**config.mk**
```make
export PLATFORM = sky130hd
export DESIGN_NAME = store_merge_buffer
export DESIGN_NICKNAME = d
export VERILOG_FILES = /design/src/rtl/store_pkg.sv /design/src/rtl/store_lane_align.sv /design/src/rtl/store_merge_buffer.sv
export SDC_FILE = /design/constraint.sdc
export NUM_CORES = 1
export LEC_CHECK = 0
export BUFFER_PORTS_ARGS = -buffer_cell sky130_fd_sc_hd__buf_2
export CAP_MARGIN = 30
export CORE_AREA = 2 2 222 224
export CTS_CLUSTER_DIAMETER = 40
export CTS_CLUSTER_SIZE = 14
export DETAILED_ROUTE_END_ITERATION = 10
export DIE_AREA = 0 0 224 226
export GPL_TIMING_DRIVEN = 0
export PLACE_DENSITY = 0.57
export SKIP_CTS_REPAIR_TIMING = 1
export SLEW_MARGIN = 20
export SYNTH_ARGS = -nofsm -noshare
export SYNTH_HDL_FRONTEND = slang
export SYNTH_SLANG_ARGS = --single-unit
```
**constraint.sdc**
```tcl
create_clock -name clk -period 6.1 [get_ports clk]
set_clock_uncertainty 0.05 [all_clocks]
set_input_delay 0 -clock clk [delete_from_list [all_inputs] [get_ports clk]]
set_output_delay 0 -clock clk [all_outputs]
set_load 0.005 [all_outputs]
```
**src/rtl/store_pkg.sv**
```systemverilog
// Shared definitions for the store merge buffer.
//   st_op_e        : store opcode (none / byte / half / word / double)
//   drain_state_e  : drain FSM state encoding
//   OP_W, BYTE_W   : entry field widths common to every instance
//   off_bits()     : number of byte-offset bits inside one memory word
//   word_bits()    : width of the word address kept in each FIFO entry
package store_pkg;

    typedef enum logic [2:0] {
        ST_NONE = 3'd0,
        ST_B    = 3'd1,
        ST_H    = 3'd2,
        ST_W    = 3'd3,
        ST_D    = 3'd4
    } st_op_e;

    typedef enum logic [0:0] {
        IDLE = 1'b0,
        REQ  = 1'b1
    } drain_state_e;

    localparam int OP_W   = 3;
    localparam int BYTE_W = 8;

    function automatic int off_bits(input int data_w);
        return $clog2(data_w / BYTE_W);
    endfunction

    function automatic int word_bits(input int addr_w, input int data_w);
        return addr_w - $clog2(data_w / BYTE_W);
    endfunction

endpackage

```
**src/rtl/store_lane_align.sv**
```systemverilog
// Combinational lane alignment for one store request.
// Ports:
//   op       in   OP_W      store opcode (st_op_e)
//   addr     in   ADDR_W    byte address
//   data     in   DATA_W    register data, LSB-justified
//   byteen   out  DATA_W/8  byte enables, one per lane
//   wdata    out  DATA_W    data shifted into its lanes, unused lanes zero
//   misalign out  1         address not aligned for op (or op not legal here)
module store_lane_align
    import store_pkg::*;
#(
    parameter int DATA_W = 32,
    parameter int ADDR_W = 32
) (
    input  logic [OP_W-1:0]     op,
    input  logic [ADDR_W-1:0]   addr,
    input  logic [DATA_W-1:0]   data,
    output logic [DATA_W/8-1:0] byteen,
    output logic [DATA_W-1:0]   wdata,
    output logic                misalign
);

    localparam int BYTES = DATA_W / 8;
    localparam int OFF_W = off_bits(DATA_W);

    logic [OFF_W-1:0] lane;
    logic [OFF_W+2:0] bit_shift;
    logic             unused_addr_hi;

    assign lane           = addr[OFF_W-1:0];
    assign bit_shift      = {lane, 3'b000};
    assign unused_addr_hi = ^addr[ADDR_W-1:3];

    always_comb begin
        byteen   = '0;
        wdata    = '0;
        misalign = 1'b0;
        case (st_op_e'(op))
            ST_NONE: begin
            end
            ST_B: begin
                byteen = BYTES'(1) << lane;
                wdata  = DATA_W'(data[7:0]) << bit_shift;
            end
            ST_H: begin
                misalign = addr[0];
                byteen   = BYTES'(2'b11) << lane;
                wdata    = DATA_W'(data[15:0]) << bit_shift;
            end
            ST_W: begin
                misalign = (addr[1:0] != 2'b00);
                byteen   = BYTES'(4'hF) << lane;
                wdata    = DATA_W'(data[31:0]) << bit_shift;
            end
            ST_D: begin
                // A doubleword cannot fit a 32-bit memory word at all.
                if (DATA_W == 64) begin
                    misalign = (addr[2:0] != 3'b000);
                    byteen   = '1;
                    wdata    = data;
                end else begin
                    misalign = 1'b1;
                end
            end
            // Undefined opcodes are rejected the same way as misaligned ones
            // so they can never reach memory.
            default: misalign = 1'b1;
        endcase
    end

endmodule

```
**src/rtl/store_merge_buffer.sv**
```systemverilog
// Store buffer between the M stage and data memory: aligns stores into lanes,
// queues them in a DEPTH-entry FIFO, merges same-word stores into the tail
// entry, drains the head over a req/ack handshake and flags load hazards.
// Ports:
//   clk, reset                    clock / synchronous active-high reset
//   st_valid, st_ready            store request handshake
//   st_op, st_addr, st_data       store opcode, byte address, LSB-justified data
//   st_misalign                   st_valid & address misaligned for st_op
//   ld_valid, ld_addr, ld_hazard  load word-match against pending entries
//   mem_req, mem_ack              memory write handshake
//   mem_addr, mem_byteen, mem_wdata  head entry presented to memory
//   count, empty                  occupancy
module store_merge_buffer
    import store_pkg::*;
#(
    parameter int DATA_W = 32,
    parameter int ADDR_W = 32,
    parameter int DEPTH  = 4
) (
    input  logic                     clk,
    input  logic                     reset,
    input  logic                     st_valid,
    output logic                     st_ready,
    input  logic [OP_W-1:0]          st_op,
    input  logic [ADDR_W-1:0]        st_addr,
    input  logic [DATA_W-1:0]        st_data,
    output logic                     st_misalign,
    input  logic                     ld_valid,
    input  logic [ADDR_W-1:0]        ld_addr,
    output logic                     ld_hazard,
    output logic                     mem_req,
    input  logic                     mem_ack,
    output logic [ADDR_W-1:0]        mem_addr,
    output logic [DATA_W/8-1:0]      mem_byteen,
    output logic [DATA_W-1:0]        mem_wdata,
    output logic [$clog2(DEPTH):0]   count,
    output logic                     empty
);

    localparam int BYTES = DATA_W / 8;
    localparam int OFF_W = off_bits(DATA_W);
    localparam int WA_W  = word_bits(ADDR_W, DATA_W);
    localparam int PTR_W = $clog2(DEPTH);
    localparam int CNT_W = PTR_W + 1;

    drain_state_e      state, state_next;
    logic [PTR_W-1:0]  rd_ptr, wr_ptr, tail_ptr;
    logic [DEPTH-1:0]  ent_valid;
    logic [WA_W-1:0]   ent_addr [DEPTH];
    logic [BYTES-1:0]  ent_be   [DEPTH];
    logic [DATA_W-1:0] ent_data [DEPTH];

    logic [BYTES-1:0]  al_be;
    logic [DATA_W-1:0] al_data;
    logic              al_mis;
    logic [WA_W-1:0]   st_word, ld_word;
    logic              head_locked, merge_hit, accept, push, pop;
    logic [CNT_W-1:0]  count_next;
    logic [DEPTH-1:0]  ld_match;
    logic              unused_ld_off;

    store_lane_align #(
        .DATA_W (DATA_W),
        .ADDR_W (ADDR_W)
    ) u_align (
        .op       (st_op),
        .addr     (st_addr),
        .data     (st_data),
        .byteen   (al_be),
        .wdata    (al_data),
        .misalign (al_mis)
    );

    assign st_word       = st_addr[ADDR_W-1:OFF_W];
    assign ld_word       = ld_addr[ADDR_W-1:OFF_W];
    assign unused_ld_off = ^ld_addr[OFF_W-1:0];
    assign tail_ptr      = wr_ptr - PTR_W'(1);
    assign st_misalign   = st_valid & al_mis;

    // The head is frozen while it is being offered to memory, so a store
    // to that word must open a new entry instead of merging.
    assign head_locked = (state == REQ);
    assign merge_hit   = (count != '0) && (st_word == ent_addr[tail_ptr])
                         && !(head_locked && (tail_ptr == rd_ptr));

    // Registered count only: a pop in this cycle does not free a slot.
    assign st_ready   = merge_hit | (count < CNT_W'(DEPTH));
    assign accept     = st_valid & st_ready & (st_op != ST_NONE) & ~al_mis;
    assign push       = accept & ~merge_hit;
    assign pop        = (state == REQ) & mem_ack;
    assign count_next = count + CNT_W'(push) - CNT_W'(pop);

    always_ff @(posedge clk) begin
        if (reset) begin
            rd_ptr    <= '0;
            wr_ptr    <= '0;
            count     <= '0;
            ent_valid <= '0;
        end else begin
            if (pop) begin
                rd_ptr            <= rd_ptr + PTR_W'(1);
                ent_valid[rd_ptr] <= 1'b0;
            end
            if (push) begin
                wr_ptr            <= wr_ptr + PTR_W'(1);
                ent_valid[wr_ptr] <= 1'b1;
            end
            count <= count_next;
        end
    end

    // Entry payload carries no reset; ent_valid/count decide what is live.
    always_ff @(posedge clk) begin
        if (accept) begin
            if (merge_hit) begin
                ent_be[tail_ptr] <= ent_be[tail_ptr] | al_be;
                for (int b = 0; b < BYTES; b++) begin
                    if (al_be[b]) begin
                        ent_data[tail_ptr][8*b +: 8] <= al_data[8*b +: 8];
                    end
                end
            end else begin
                ent_addr[wr_ptr] <= st_word;
                ent_be[wr_ptr]   <= al_be;
                ent_data[wr_ptr] <= al_data;
            end
        end
    end

    always_ff @(posedge clk) begin
        if (reset) begin
            state <= IDLE;
        end else begin
            state <= state_next;
        end
    end

    always_comb begin
        state_next = state;
        mem_req    = 1'b0;
        case (state)
            IDLE: begin
                if (count != '0) state_next = REQ;
            end
            REQ: begin
                mem_req = 1'b1;
                if (mem_ack && (count_next == '0)) state_next = IDLE;
            end
            default: state_next = IDLE;
        endcase
    end

    assign mem_addr   = mem_req ? {ent_addr[rd_ptr], {OFF_W{1'b0}}} : '0;
    assign mem_byteen = mem_req ? ent_be[rd_ptr]   : '0;
    assign mem_wdata  = mem_req ? ent_data[rd_ptr] : '0;
    assign empty      = (count == '0);

    always_comb begin
        ld_match = '0;
        for (int i = 0; i < DEPTH; i++) begin
            ld_match[i] = ent_valid[i] && (ent_addr[i] == ld_word);
        end
    end

    assign ld_hazard = ld_valid & (|ld_match);

endmodule

```
# Word-level counts from Yosys, hierarchy flattened
# Memories as Yosys holds them, arrays and structs flattened. A register that Yosys moved wholly into a read port is not among the register bits.
# Index checks and enable logic that the tools add are counted.
# word_totals
reg_bits	12
output_inout_bits	76
ram_bits	264
latchBits	0
romBits	0
mem_count	3
input_bits	104
# classes
n_eq_ne	9
add_sub_neg	5
reduce_logical	21
bitwise_logic	15
n_mul	0
n_shift	6
order_cmp	5
div	0
mux	51
# memory_table
memory	words	width	rd	rd_ports_with_merged_regs	write_ports	line	rtl
ent_data	4	32	1	1	1	store_merge_buffer.sv:51	logic [DATA_W-1:0] ent_data [DEPTH];
ent_addr	4	30	6	1	1	store_merge_buffer.sv:49	logic [WA_W-1:0] ent_addr [DEPTH];
ent_be	4	4	2	1	1	store_merge_buffer.sv:50	logic [BYTES-1:0] ent_be [DEPTH];
# op_table
operator	count
$eq A30 B30 Y1	5
$mux W32	3
$pmux W32 S3	1
$reduce_or A32 Y1	1
$shl A16 B5 Y32	1
$shl A32 B5 Y32	1
$shl A8 B5 Y32	1
$mux W1	28
$mux W4	6
$mux W2	8
$pmux W4 S3	1
$logic_and A1 B1 Y1	10
$logic_not A3 Y1	3
$or A4 B4 Y4	2
$reduce_or A4 Y1	2
$and A1 B1 Y1	7
$eq A3 B2 Y1 const B	2
$lt A2 B3 Y1 const B	2
$reduce_bool A3 Y1	2
$add A2 B1 Y2 const B	2
$and A4 B4 Y4	1
$demux W1 S2	2
$ge A2 B1 Y1 const B	2
$not A4 Y4	1
other kinds (16)	18

# Longest topological paths before layout
# logic_depth
word_depth	16
ltp_mapped	25

# Cells and area by module
# A second synthesis with hierarchy kept.
# hier_totals
cells_unflattened	957
hier_area_um2	14560.2
# by_module_without_submodules
module	cells_per_inst	instances	area_per_inst_um2	seq_area_each_um2
store_merge_buffer	837	1	13641.8	8207.9
store_lane_align	120	1	918.4	0.0

# Worst setup path after synthesis
# No wires, ideal clock.
# synth_path
kind	register -> register
from	register wr_ptr[0]
to	register state (netlist: head_locked)
t_arrival_ns	4.921
setup_ns	0.124
path_stages_with_launch	24
synth_period_minus_slack_ns	5.095
required_ns	5.926
path_slack_ns	1.005
path_cell_list	dfxtp_1 > buf_6 > buf_2 > clkbuf_1 > inv_1 > ha_1 > buf_2 > buf_2 > clkbuf_1 > a2111o_1 > a2111oi_2 > nand4_1 > o21ai_4 > buf_4 > ha_1 > inv_1 > ha_1 > inv_1 > fa_1 > xor2_1 > xnor2_1 > nand4b_1 > o41ai_1 > nor2_1
# synth_between
elab_chain_cells	16
# synth_lines
element	line	rtl
start, declared	store_merge_buffer.sv:47	logic [PTR_W-1:0] rd_ptr, wr_ptr, tail_ptr;
start signal, assigned	store_merge_buffer.sv:105	wr_ptr <= wr_ptr + PTR_W'(1);
$sub A2 B1 Y2 (*)	store_merge_buffer.sv:77	assign tail_ptr = wr_ptr - PTR_W'(1);
net tail_ptr[0]	store_merge_buffer.sv:47	
$mem_v2 Z4 W30 / $eq A2 B2 Y1 (equally long branches)	n/a	
$eq A30 B30 Y1 / $logic_and A1 B1 Y1 (equally long branches)	store_merge_buffer.sv:83, store_merge_buffer.sv:84	
$logic_and A1 B1 Y1 / $logic_not A1 Y1 (equally long branches)	store_merge_buffer.sv:83, store_merge_buffer.sv:84	
$logic_and A1 B1 Y1 (*)	store_merge_buffer.sv:84	&& !(head_locked && (tail_ptr == rd_ptr));
$or A1 B1 Y1	store_merge_buffer.sv:87	assign st_ready = merge_hit | (count < CNT_W'(DEPTH));
$and A1 B1 Y1 (3 in series)	store_merge_buffer.sv:88	assign accept = st_valid & st_ready & (st_op != ST_NONE) & ~al_mis;
$and A1 B1 Y1 (*)	store_merge_buffer.sv:89	assign push = accept & ~merge_hit;
$add A3 B1 Y3 (*)	store_merge_buffer.sv:91	assign count_next = count + CNT_W'(push) - CNT_W'(pop);
$sub A3 B1 Y3 (*)	store_merge_buffer.sv:91	
$logic_not A3 Y1 (*)	store_merge_buffer.sv:147	if (mem_ack && (count_next == '0)) state_next = IDLE;
$logic_and A1 B1 Y1 (*)	store_merge_buffer.sv:147	
$mux W1 (*)	store_merge_buffer.sv:147	
$pmux W1 S2 (*)	store_merge_buffer.sv:141	case (state)
end signal, assigned	store_merge_buffer.sv:134	state <= state_next;
end, declared	store_merge_buffer.sv:46	drain_state_e state, state_next;
# The timed path passes the listed nets; every way through them passes the cells marked *.
# A chain may end at the register's enable or synchronous reset.

# Worst setup path after layout
# Ends and elaborated chain as after synthesis.

==> flow_metrics.py <==
metrics = {
    "final_layout": {
        "layout_commonest_cell": "edfxtp_1",
        "layout_common_cells": "edfxtp_1 (264), buf_2 (159), xnor2_1 (91), mux4_2 (88), and2_1 (76)",
        "final_core_util_pct": 37.56,
        "n_fill_cell": 4527,
        "finalNetCount": 1351,
        "layout.cells.non_filler": 1895,
        "finalInstanceArea_mm2": 0.01816,
        "area_growth_pct": 27.31,
        "drive_gt1_share_pct": 28.93,
    },
    "clocking": {
        "root_buffer": "clkbuf_16",
        "clockBufferDepth": 3,
        "clock_sinks": 278,
        "cts-buffers-inserted": 47,
        "cts_tree": "built",
        "clock_latency_ns": 0.59,
        "h-tree-depth": 2,
        "clk_pin_slew_ns": 0.06,
    },
    "min_path": {
        "hold_end": "ent_data[3][15]",
        "hold_path_depth": 3,
        "min_path_type": "input pin to flip-flop",
        "worstHoldStart": "st_data[15]",
    },
    "place": {
        "io_buffer_count": 158,
        "place_inst": 1759,
        "gp_congestion": 0.8928,
        "dpl.hpwl_mm": 33.24,
        "placed_area_mm2": 0.01603,
    },
    "synthesis": {
        "syn_avg_cell_area_um2": 14.70,
        "synth_ff_type": "edfxtp_1",
        "ys_seq_area_share_pct": 57.54,
        "ys.warnings.count": 0,
        "yosys_register_bits": 278,
        "synth_area_mm2": 0.01426,
        "async_flop_share_pct": 0,
        "yosysUniqueCellTypes": 57,
        "synth_enable_flop_cells": 264,
        "syn_inst": 970,
    },
    "floorplanning": {
        "die_x_um": 224,
        "die_area_mm2": 0.05062,
        "initial_core_util_pct": 29.51,
        "die_y_um": 226,
        "core_mm2": 0.04834,
        "io-pin-count": 180,
        "placementRows": 81,
    },
    "worst_setup_path": {
        "startpoint_type": "flip-flop",
        "criticalPathCategory": "flip-flop to flip-flop",
        "critPathRequiredTime_ns": 6.52,
        "cp_max_fo": 10,
        "timing.rr.end": "head_locked",
        "arrival_ns": 6.21,
        "end_kind": "flip-flop",
        "r2r_cells": 23,
        "timing.rr.start": "wr_ptr[0]",
        "r2r_slack_ns": 0.31,
    },
    "detailed_routing": {
        "first_pass_iters": 5,
        "vias": 9706,
        "drc": 0,
        "via_per_inst": 5.122,
        "ant_nets": 0,
        "wire_per_inst_um": 23.75,
        "initialDrtViolationCount": 734,
        "drt-total-wl_mm": 45.00,
    },
    "sta": {
        "fin_tns_setup_ns": 0,
        "worst_slew_pin_slew_ns": 1.000,
        "period_minus_slack_ns": 5.795,
        "relSlewSlack_pct": 33.33,
        "setup_viol": 0,
        "fin_hold_ws_ns": -0.04707,
        "timing.final.crit_share_pct": 94.99,
        "hold_violations": 4,
        "drv_slew": 0,
        "max_freq_ghz": 0.1726,
    },
    "run_status": {
        "outcome": "complete, but fails checks",
        "failed_checks": "negative hold slack",
    },
    "flow_run": {
        "cap_violations": 0,
    },
    "global_route": {
        "grt_start_max_net_pins": 18,
        "grt_pass1_vias": 9612,
        "antenna_found_initial": 2,
        "grt_util_all_layers_pct": 17.46,
        "grt_first_pass_wirelength_mm": 63.65,
        "grt_remaining_overflow": 0,
    },
    "power": {
        "comb_power_share_pct": 19.8,
        "sw_frac_of_total_pct": 28.37,
        "power_frac_seq_pct": 36.2,
        "p_per_area_mw_per_mm2": 333.3,
        "intPower_mw": 4.335,
        "p_sw_mw": 1.717,
        "p_clk_share_pct": 44.0,
        "power.leakage_nw": 6.240,
        "max-vdd-ir-drop_v": 0.0002251,
    },
}
[cell type report]
type | count | area, um^2 | area share, %
Timing Repair Buffer | 216 | 1451 | 7.993
Inverter | 14 | 52.55 | 0.2894
Clock buffer | 52 | 1195 | 6.580
Buffer | 66 | 319.1 | 1.757
Multi-Input combinational cell | 613 | 5757 | 31.70
Sequential cell | 278 | 8208 | 45.20
Tap cell | 622 | 778.2 | 4.286
Clock inverter | 33 | 395.4 | 2.177
Antenna cell | 1 | 2.502 | 0.01378
[per-stage QoR]
| step | total power, mW | worst slack, ns |
|---|---|---|
| 3_5_place_dp | 3.391 | -1.165 |
| 2_1_floorplan | 2.855 | 1.005 |
| 6_report | 6.052 | 0.3054 |
| 4_1_cts | 6.051 | -1.202 |
| 3_3_place_gp | 3.360 | -1.936 |
| 5_1_grt | 6.255 | -0.007018 |
[critical path: stages, from the launching register on]
cell and delay (ns):
dfxtp_1 0.38, buf_6 0.17, buf_6 0.21, buf_4 0.25, inv_1 0.17, ha_1 0.32
clkbuf_4 0.25, clkbuf_2 0.40, mux4_2 0.37, xor2_1 0.16, nor4_2 0.45, o211ai_1 0.38
o21ai_4 0.34, buf_6 0.23, ha_1 0.26, inv_1 0.06, ha_1 0.14, inv_1 0.06
fa_1 0.39, xor2_1 0.16, xnor2_1 0.19, nand4b_1 0.12, o41ai_1 0.09, nor2_1 0.06
[routing by layer]
layer  up-vias  part of all wire (%)  global-route usage, %
met4         2                   3.2                  7.333
met1      4938                    42                  23.35
met2       411                    47                  27.50
met5         -                 0.029                      0
li1       4260                     -                      -
met3        95                   7.3                  3.786
[Yosys cell counts (all sizes together), types with 2 or more instances]
cell / n / area [um^2]
a21o: 3 / 22.52
nand2b: 2 / 12.51
dfxtp: 14 / 280.3
xor2: 60 / 525.5
o21ai: 7 / 46.30
a21oi: 12 / 60.06
a22oi: 17 / 127.6
inv: 13 / 48.80
o22ai: 3 / 18.77
a211oi: 17 / 127.6
nor2b: 11 / 68.82
edfxtp: 264 / 7928
buf: 25 / 138.9
nand2: 16 / 60.06
nor3b: 2 / 15.01
xnor2: 91 / 797.0
a2bb2oi: 4 / 35.03
mux4: 88 / 1982
a221oi: 2 / 17.52
a21boi: 4 / 45.04
nand3: 2 / 10.01
nand4: 26 / 162.7
ha: 10 / 125.1
nor3: 8 / 40.04
clkbuf: 41 / 153.9
mux2i: 27 / 270.3
nor2: 79 / 296.5
a2111oi: 2 / 23.77
mux2: 5 / 60.05
nor4: 18 / 112.6
o211ai: 2 / 15.01
and2: 76 / 475.5
[worst max path at each step]
stage                                 to      start  slack, ns  cells after the start
after global placement    ent_addr[3][4]  wr_ptr[0]      -1.94                     13
after CTS                    head_locked  wr_ptr[0]      -1.20                     25
final                        head_locked  wr_ptr[0]       0.31                     23
after detailed placement     head_locked  wr_ptr[0]      -1.17                     23
after global routing         head_locked  wr_ptr[0]     -0.007                     26
after floorplan              head_locked  wr_ptr[0]       1.01                     23
[power groups by stage]
stage	Sequential, mW	Clock, mW	Combinational [mW]
2_1_floorplan	2.22	0	0.638
3_3_place_gp	2.23	0	1.13
3_5_place_dp	2.23	0	1.16
4_1_cts	2.19	2.69	1.17
5_1_grt	2.20	2.77	1.29
6_report	2.19	2.66	1.20
[cells by family (layout without fill, tap and decap cells)]
logic type               Yosys count  count (layout)  synth area share, %
AO/OA/AOI/OAI                     84              84                4.474
multiplexers                     120             120                16.21
XOR/XNOR                         151             151                9.272
flip-flops                       278             278                57.54
other                              1               3              0.02629
adder cells (fa/ha/maj)           11              11                1.018
AND/OR/NAND/NOR                  245             245                9.035
buffers and inverters             80             381                2.421
[state kept, by name, summed over array words and instances (netlist names), named ones only]
| name | count |
|---|---|
| count | 3 |
| ent_valid | 4 |
| rd_ptr | 2 |
| ent_data | 128 |
| wr_ptr | 2 |
| ent_addr | 120 |
| head_locked | 1 |
| ent_be | 16 |
(Power assumes the default switching activity.)
